### src/rtl/spi_adc_pkg.sv
// spi_adc_pkg: shared states, frame geometry and MCP3002 command constants for spi2adc
package spi_adc_pkg;
  typedef enum logic [2:0] {IDLE, SETUP, SCK_HI, SCK_LO, HOLD} state_t;
  localparam int FRAME_LEN = 16;
  localparam logic START_BIT = 1'b1;
  localparam logic SGL_BIT = 1'b1;
  localparam logic MSBF_BIT = 1'b1;
  localparam int DATA_FIRST = 6;
  localparam int DATA_LAST = 15;
  // Command bits after the start bit; START_BIT goes straight to adc_sdo on load
  function automatic logic [14:0] cmd_tail(input logic ch);
    return {SGL_BIT, ch, MSBF_BIT, 12'b0};
  endfunction
endpackage

### src/rtl/spi2adc_if.sv
// spi2adc_if: four-wire SPI link between the ADC master and the MCP3002
interface spi2adc_if;
  logic adc_cs;
  logic adc_sck;
  logic adc_sdo;
  logic adc_sdi;
  modport master(output adc_cs, adc_sck, adc_sdo, input adc_sdi);
  modport slave(input adc_cs, adc_sck, adc_sdo, output adc_sdi);
endinterface

### src/rtl/spi_phase_tick.sv
// spi_phase_tick: HALF_DIV-cycle phase divider; held at 0 by clr, tc marks the last cycle of a phase
module spi_phase_tick #(
  parameter int HALF_DIV = 25
) (
  input  logic sysclk,
  input  logic rst_n,
  input  logic clr,
  output logic tc,
  output logic first
);
  logic [7:0] cnt;
  // Each phase runs 0, HALF_DIV-1 .. 1, so it lasts HALF_DIV cycles and restarts at 0
  always_ff @(posedge sysclk or negedge rst_n)
    if (!rst_n) cnt <= '0;
    else cnt <= clr ? 8'd0 : cnt == 8'd0 ? 8'(HALF_DIV - 1) : cnt - 8'd1;
  assign tc = !clr && cnt == 8'd1;
  assign first = !clr && cnt == 8'd0;
endmodule

### src/rtl/spi2adc.sv
// spi2adc: MCP3002 SPI read master, start pulse in, 10-bit sample with one-cycle valid out
// Define ADC_CONT_EN to free-run back-to-back conversions after the first accepted start.
module spi2adc
  import spi_adc_pkg::*;
#(
  parameter int HALF_DIV = 25
) (
  input  logic             sysclk,
  input  logic             rst_n,
  input  logic             start,
  input  logic             channel,
  spi2adc_if.master        spi,
  output logic [9:0]       data_out,
  output logic             data_valid,
  output logic             busy
);
  state_t state, nxt;
  logic tc, first, accept, done, reload, lo_entry, sample;
  logic [14:0] cmd_sr;
  logic [4:0] bit_cnt;
  logic [9:0] rx_sr;
  spi_phase_tick #(.HALF_DIV(HALF_DIV)) u_tick (
    .sysclk(sysclk), .rst_n(rst_n), .clr(state == IDLE), .tc(tc), .first(first)
  );
  assign accept = state == IDLE && start && !busy;
  assign done = state == HOLD && tc;
`ifdef ADC_CONT_EN
  assign reload = accept || done;
`else
  assign reload = accept;
`endif
  assign lo_entry = state == SCK_HI && tc;
  assign sample = state == SCK_HI && first && bit_cnt >= 5'(DATA_FIRST - 1) && bit_cnt <= 5'(DATA_LAST - 1);
  always_comb begin
    nxt = state;
    case (state)
      IDLE:    nxt = accept ? SETUP : IDLE;
      SETUP:   nxt = tc ? SCK_HI : SETUP;
      SCK_HI:  nxt = tc ? SCK_LO : SCK_HI;
      SCK_LO:  nxt = !tc ? SCK_LO : bit_cnt == 5'(FRAME_LEN) ? HOLD : SCK_HI;
      HOLD:    nxt = !tc ? HOLD : reload ? SETUP : IDLE;
      default: nxt = IDLE;
    endcase
  end
  // busy stays up through the data_valid cycle so a start coinciding with it is dropped
  always_ff @(posedge sysclk or negedge rst_n)
    if (!rst_n) begin
      state <= IDLE;
      spi.adc_cs <= 1'b1;
      spi.adc_sck <= 1'b0;
      spi.adc_sdo <= 1'b0;
      data_out <= '0;
      data_valid <= 1'b0;
      busy <= 1'b0;
      cmd_sr <= '0;
      bit_cnt <= '0;
      rx_sr <= '0;
    end else begin
      state <= nxt;
      spi.adc_cs <= !(nxt inside {SETUP, SCK_HI, SCK_LO});
      spi.adc_sck <= nxt == SCK_HI;
      busy <= nxt != IDLE || done;
      data_valid <= done;
      if (done) data_out <= rx_sr;
      if (reload) begin
        cmd_sr <= cmd_tail(channel);
        spi.adc_sdo <= START_BIT;
        bit_cnt <= '0;
      end else if (lo_entry) begin
        cmd_sr <= cmd_sr << 1;
        spi.adc_sdo <= cmd_sr[14];
        bit_cnt <= bit_cnt + 5'd1;
      end
      if (sample) rx_sr <= {rx_sr[8:0], spi.adc_sdi};
    end
endmodule

### src/flat_wrapper.sv
// flat-port wrapper written by rule: the top's interface ports become plain ports
module spi2adc_flat import spi_adc_pkg::*;
#(
  parameter int HALF_DIV = 25
)
  (sysclk, rst_n, start, channel, data_out, data_valid, busy, spi_adc_cs, spi_adc_sck, spi_adc_sdo, spi_adc_sdi);
  spi2adc_if spi_i ();
  input  logic sysclk;
  input  logic rst_n;
  input  logic start;
  input  logic channel;
  output logic [9:0] data_out;
  output logic data_valid;
  output logic busy;
  output wire logic [$bits(spi_i.adc_cs)-1:0] spi_adc_cs;
  output wire logic [$bits(spi_i.adc_sck)-1:0] spi_adc_sck;
  output wire logic [$bits(spi_i.adc_sdo)-1:0] spi_adc_sdo;
  input wire logic [$bits(spi_i.adc_sdi)-1:0] spi_adc_sdi;
  assign spi_adc_cs = spi_i.adc_cs;
  assign spi_adc_sck = spi_i.adc_sck;
  assign spi_adc_sdo = spi_i.adc_sdo;
  assign spi_i.adc_sdi = spi_adc_sdi;
  spi2adc #(.HALF_DIV(HALF_DIV)) u_core (.sysclk(sysclk), .rst_n(rst_n), .start(start), .channel(channel), .spi(spi_i), .data_out(data_out), .data_valid(data_valid), .busy(busy));
endmodule
### config.mk
export PLATFORM = sky130hd
export DESIGN_NAME = spi2adc_flat
export DESIGN_NICKNAME = d
export VERILOG_FILES = /design/src/rtl/spi_adc_pkg.sv /design/src/rtl/spi2adc_if.sv /design/src/rtl/spi_phase_tick.sv /design/src/rtl/spi2adc.sv /design/src/flat_wrapper.sv
export SDC_FILE = /design/constraint.sdc
export NUM_CORES = 1
export LEC_CHECK = 0
export ABC_AREA = 1
export CAP_MARGIN = 40
export CORE_MARGIN = 3
export CORE_UTILIZATION = 30
export CTS_CLUSTER_DIAMETER = 200
export DETAILED_ROUTE_END_ITERATION = 7
export GPL_TIMING_DRIVEN = 0
export SETUP_SLACK_MARGIN = 0.02
export SLEW_MARGIN = 20
export SYNTH_ARGS = -nofsm -noshare
export SYNTH_HDL_FRONTEND = slang
export SYNTH_SLANG_ARGS = --single-unit
### constraint.sdc
create_clock -name sysclk -period 2.8 [get_ports sysclk]
set_input_delay 0.56 -clock sysclk [delete_from_list [all_inputs] [get_ports sysclk]]
set_output_delay 0.56 -clock sysclk [all_outputs]
set_load 0.005 [all_outputs]
==> results.py <==
metrics = {
    "floorplanning": {
        "die_width_microns": 89.7,
        "die_y_microns": 89.7,
        "ios": 20,
        "start_util_pct": 32.0,
        "core_area_sq_um": 6570,
        "die_area_sq_um": 8050,
        "num_rows": 29,
    },
    "hold_path": {
        "hp-class": "in2async",
    },
    "cts": {
        "cts_tree": "yes",
        "clkSlewWorstSetupHoldPaths_ns": 0.09,
        "cts_buffers": 5,
        "cts_root_buf": "clkbuf_8",
        "clock-sinks": 44,
        "cts_resized": 0,
        "cts.path.max_buffers": 2,
        "clk_latency_ns": 0.30,
        "post-cts-setup-buffers": 0,
        "cts_hold_buffers": 0,
        "cts-htree-levels": 2,
    },
    "global_routing": {
        "grt_pass1_vias": 1504,
        "grt_pass1_wl_microns": 6730,
        "antenna_found_initial": 0,
        "gr-usage-met3_pct": 2.75,
        "grt_max_degree": 26,
        "use_met1_pct": 12.9,
        "track_usage_pct": 10.1,
        "grtUsageMet2_pct": 16.2,
        "grt_overflow": 0,
        "busiest_layer": "met2",
    },
    "synthesis": {
        "synth.area.top_cells": "dfrtp_1 (51%), nand2_1 (11%), nand3_1 (4.3%)",
        "synth_area_sq_um": 2100,
        "yosysTopAreaCellShare_pct": 51.2,
        "postSynthCellCount": 233,
        "yosys_warnings": 0,
        "synth_edf_count": 0,
        "synth.net_count": 245,
        "avgSynthCellArea_sq_um": 9.02,
        "ys_types": 30,
        "synth_top_area_cell": "dfrtp_1",
        "yosysMostFrequentCell": "nand2_1",
        "seq_area_frac_synth_pct": 52.4,
        "synth.ff_latch_count": 44,
        "ys.flop_type": "dfrtp_1",
        "netlist_top_cells_count": "nand2_1 (61), dfrtp_1 (43), nor2_1 (21)",
        "synthArstFlopShare_pct": 100,
    },
    "timing": {
        "period_share_pct": 66.5,
        "tns_ns": 0,
        "fmax_ghz": 0.537,
        "hold_violations": 0,
        "relSlewSlack_pct": 68.7,
        "final_max_slew_viol_count": 0,
        "post-route-min-period_ns": 1.86,
        "rsz0062_at_grt": "false",
        "worstMarginPinSlew_ns": 0.469,
        "skew_ns": 0.00786,
        "setup_violations": 0,
    },
    "worst_setup_path": {
        "path_buf_inv": 1,
        "slowest_stage": "dfstp_2",
        "crit_required_ns": 2.24,
        "worstSetupPathType": "reg2out",
        "reg2reg_slack_ns": 1.23,
        "worstReg2RegEnd": "u_core.rx_sr[6]$_DFFE_PN0P_",
        "crit_chain": "clkdlybuf4s50_1",
        "arrival_ns": 1.30,
        "cp_slowest_stage_delay_ns": 0.52,
        "cp-end-kind": "primary output",
        "cp-start-kind": "flop",
        "rr_worst_depth": 7,
        "cp_top_family": "flip-flops",
        "cp_max_fo": 1,
        "r2r-start": "u_core.bit_cnt[0]$_DFFE_PN0P_",
    },
    "final_layout": {
        "area_growth_syn_to_layout_pct": 20.8,
        "diodes": 0,
        "seqCellArea_sq_um": 1100,
        "drive_gt1_share_pct": 15.3,
        "nets": 272,
        "final_cell_area_sq_um": 2540,
        "fillers": 645,
        "multi_input_area_sq_um": 870,
    },
    "flow_run": {
        "cap_viol_max_count": 0,
    },
    "detailed_routing": {
        "drtIter0Drc": 62,
        "drtPass1Iterations": 5,
        "wl_per_cell_microns": 10.8,
        "ant_nets": 0,
        "drc": 0,
        "vias_per_cell": 4.43,
        "wl_microns": 3840,
        "dr_total_vias": 1567,
    },
    "power": {
        "power_density_nw_per_um2": 454,
        "p_leak_nw": 1.24,
        "ir_worst_vdd_mv": 0.193,
    },
    "outcome": {
        "status": "complete, no violations",
    },
    "place": {
        "dp_hpwl_microns": 2790,
        "place_area_sq_um": 2420,
        "io_buffers": 19,
        "place.gp.congestion": 0.850,
    },
}
## cells in the final DEF, fill, tap and decap left out, types with 2 or more instances in the layout
master / n
nor2_2: 3
nor2_1: 21
ha_1: 7
o31ai_1: 2
xnor2_1: 3
buf_6: 2
nand3_1: 18
o21ai_0: 11
nand4_1: 4
nand2_2: 4
inv_1: 16
a21oi_1: 2
nand2_1: 61
buf_2: 2
xor2_1: 2
dfrtp_1: 43
a31oi_1: 4
clkbuf_8: 5
inv_2: 7
nor2_4: 3
nand2_4: 3
clkdlybuf4s50_1: 18
o21ai_1: 7
## routing by layer
| metal | up-vias | routed length [microns] |
|---|---|---|
| met5 | - | 0 |
| met2 | 24 | 1750 |
| met1 | 739 | 1860 |
| met4 | 0 | 76 |
| li1 | 799 | - |
| met3 | 5 | 148 |
## flip-flops by register name, indices dropped and copies added, names as in the netlist
name / cells
u_core.u_tick.cnt: 8
u_core.bit_cnt: 5
u_core.spi.adc_sdo: 1
u_core.spi.adc_sck: 1
u_core.busy: 1
u_core.data_valid: 1
u_core.data_out: 10
u_core.state: 3
u_core.spi.adc_cs: 1
u_core.rx_sr: 10
u_core.cmd_sr: 3
## worst max path at each step
stage,start,end,slack (ns),depth (start not counted)
finish,u_core.spi.adc_cs$_DFF_PN1_,spi_adc_cs,0.94,1
global route,u_core.spi.adc_cs$_DFF_PN1_,spi_adc_cs,0.91,1
CTS,u_core.spi.adc_cs$_DFF_PN1_,spi_adc_cs,0.93,1
detailed placement,start,u_core.bit_cnt[4]$_DFFE_PN0P_,1.06,8
global placement,rst_n,u_core.data_out[3]$_DFFE_PN0P_,-0.06,1
floorplan,u_core.u_tick.cnt[1]$_DFF_PN0_,u_core.data_out[1]$_DFFE_PN0P_,1.43,8
## power breakdown
group / internal, mW / switching [mW]
Clock: 0.269 / 0.229
Sequential: 0.635 / 0
Combinational: 0.00698 / 0.0132
## stage by stage
| step | cells | power [mW] | util [%] | hold WS (ns) | setup slack, ns |
|---|---|---|---|---|---|
| final | 354 | 1.15 | 38.7 | 0.207 | 0.939 |
| after global routing | 354 | 1.20 | 38.7 | 0.233 | 0.911 |
| after CTS | 354 | 1.17 | 38.7 | 0.224 | 0.925 |
| after detailed placement | 346 | 0.669 | 36.9 | 0.455 | 1.06 |
| after global placement | 345 | 0.667 | 36.7 | 0.450 | -0.0639 |
| after floorplan | 233 | 0.648 | - | 0.264 | 1.43 |
## cells by family after synthesis
logic type | Yosys count | share of synthesized area [%]
AND/OR/NAND/NOR | 121 | 27.9
AO/OA/AOI/OAI | 27 | 7.26
XOR/XNOR | 5 | 2.08
adder cells (fa/ha/maj) | 7 | 4.17
buffers and inverters | 29 | 6.19
flip-flops | 44 | 52.4
## cell type report
type	count	area share, %
clock inverters	3	1.82
flip-flops and latches	44	43.4
repair buffers	20	8.08
plain buffers	6	1.72
well taps	93	4.58
clock buffers	5	2.71
inverters	23	3.40
multi-input cells	160	34.3
No activity file was read; power rests on OpenSTA's default activity.
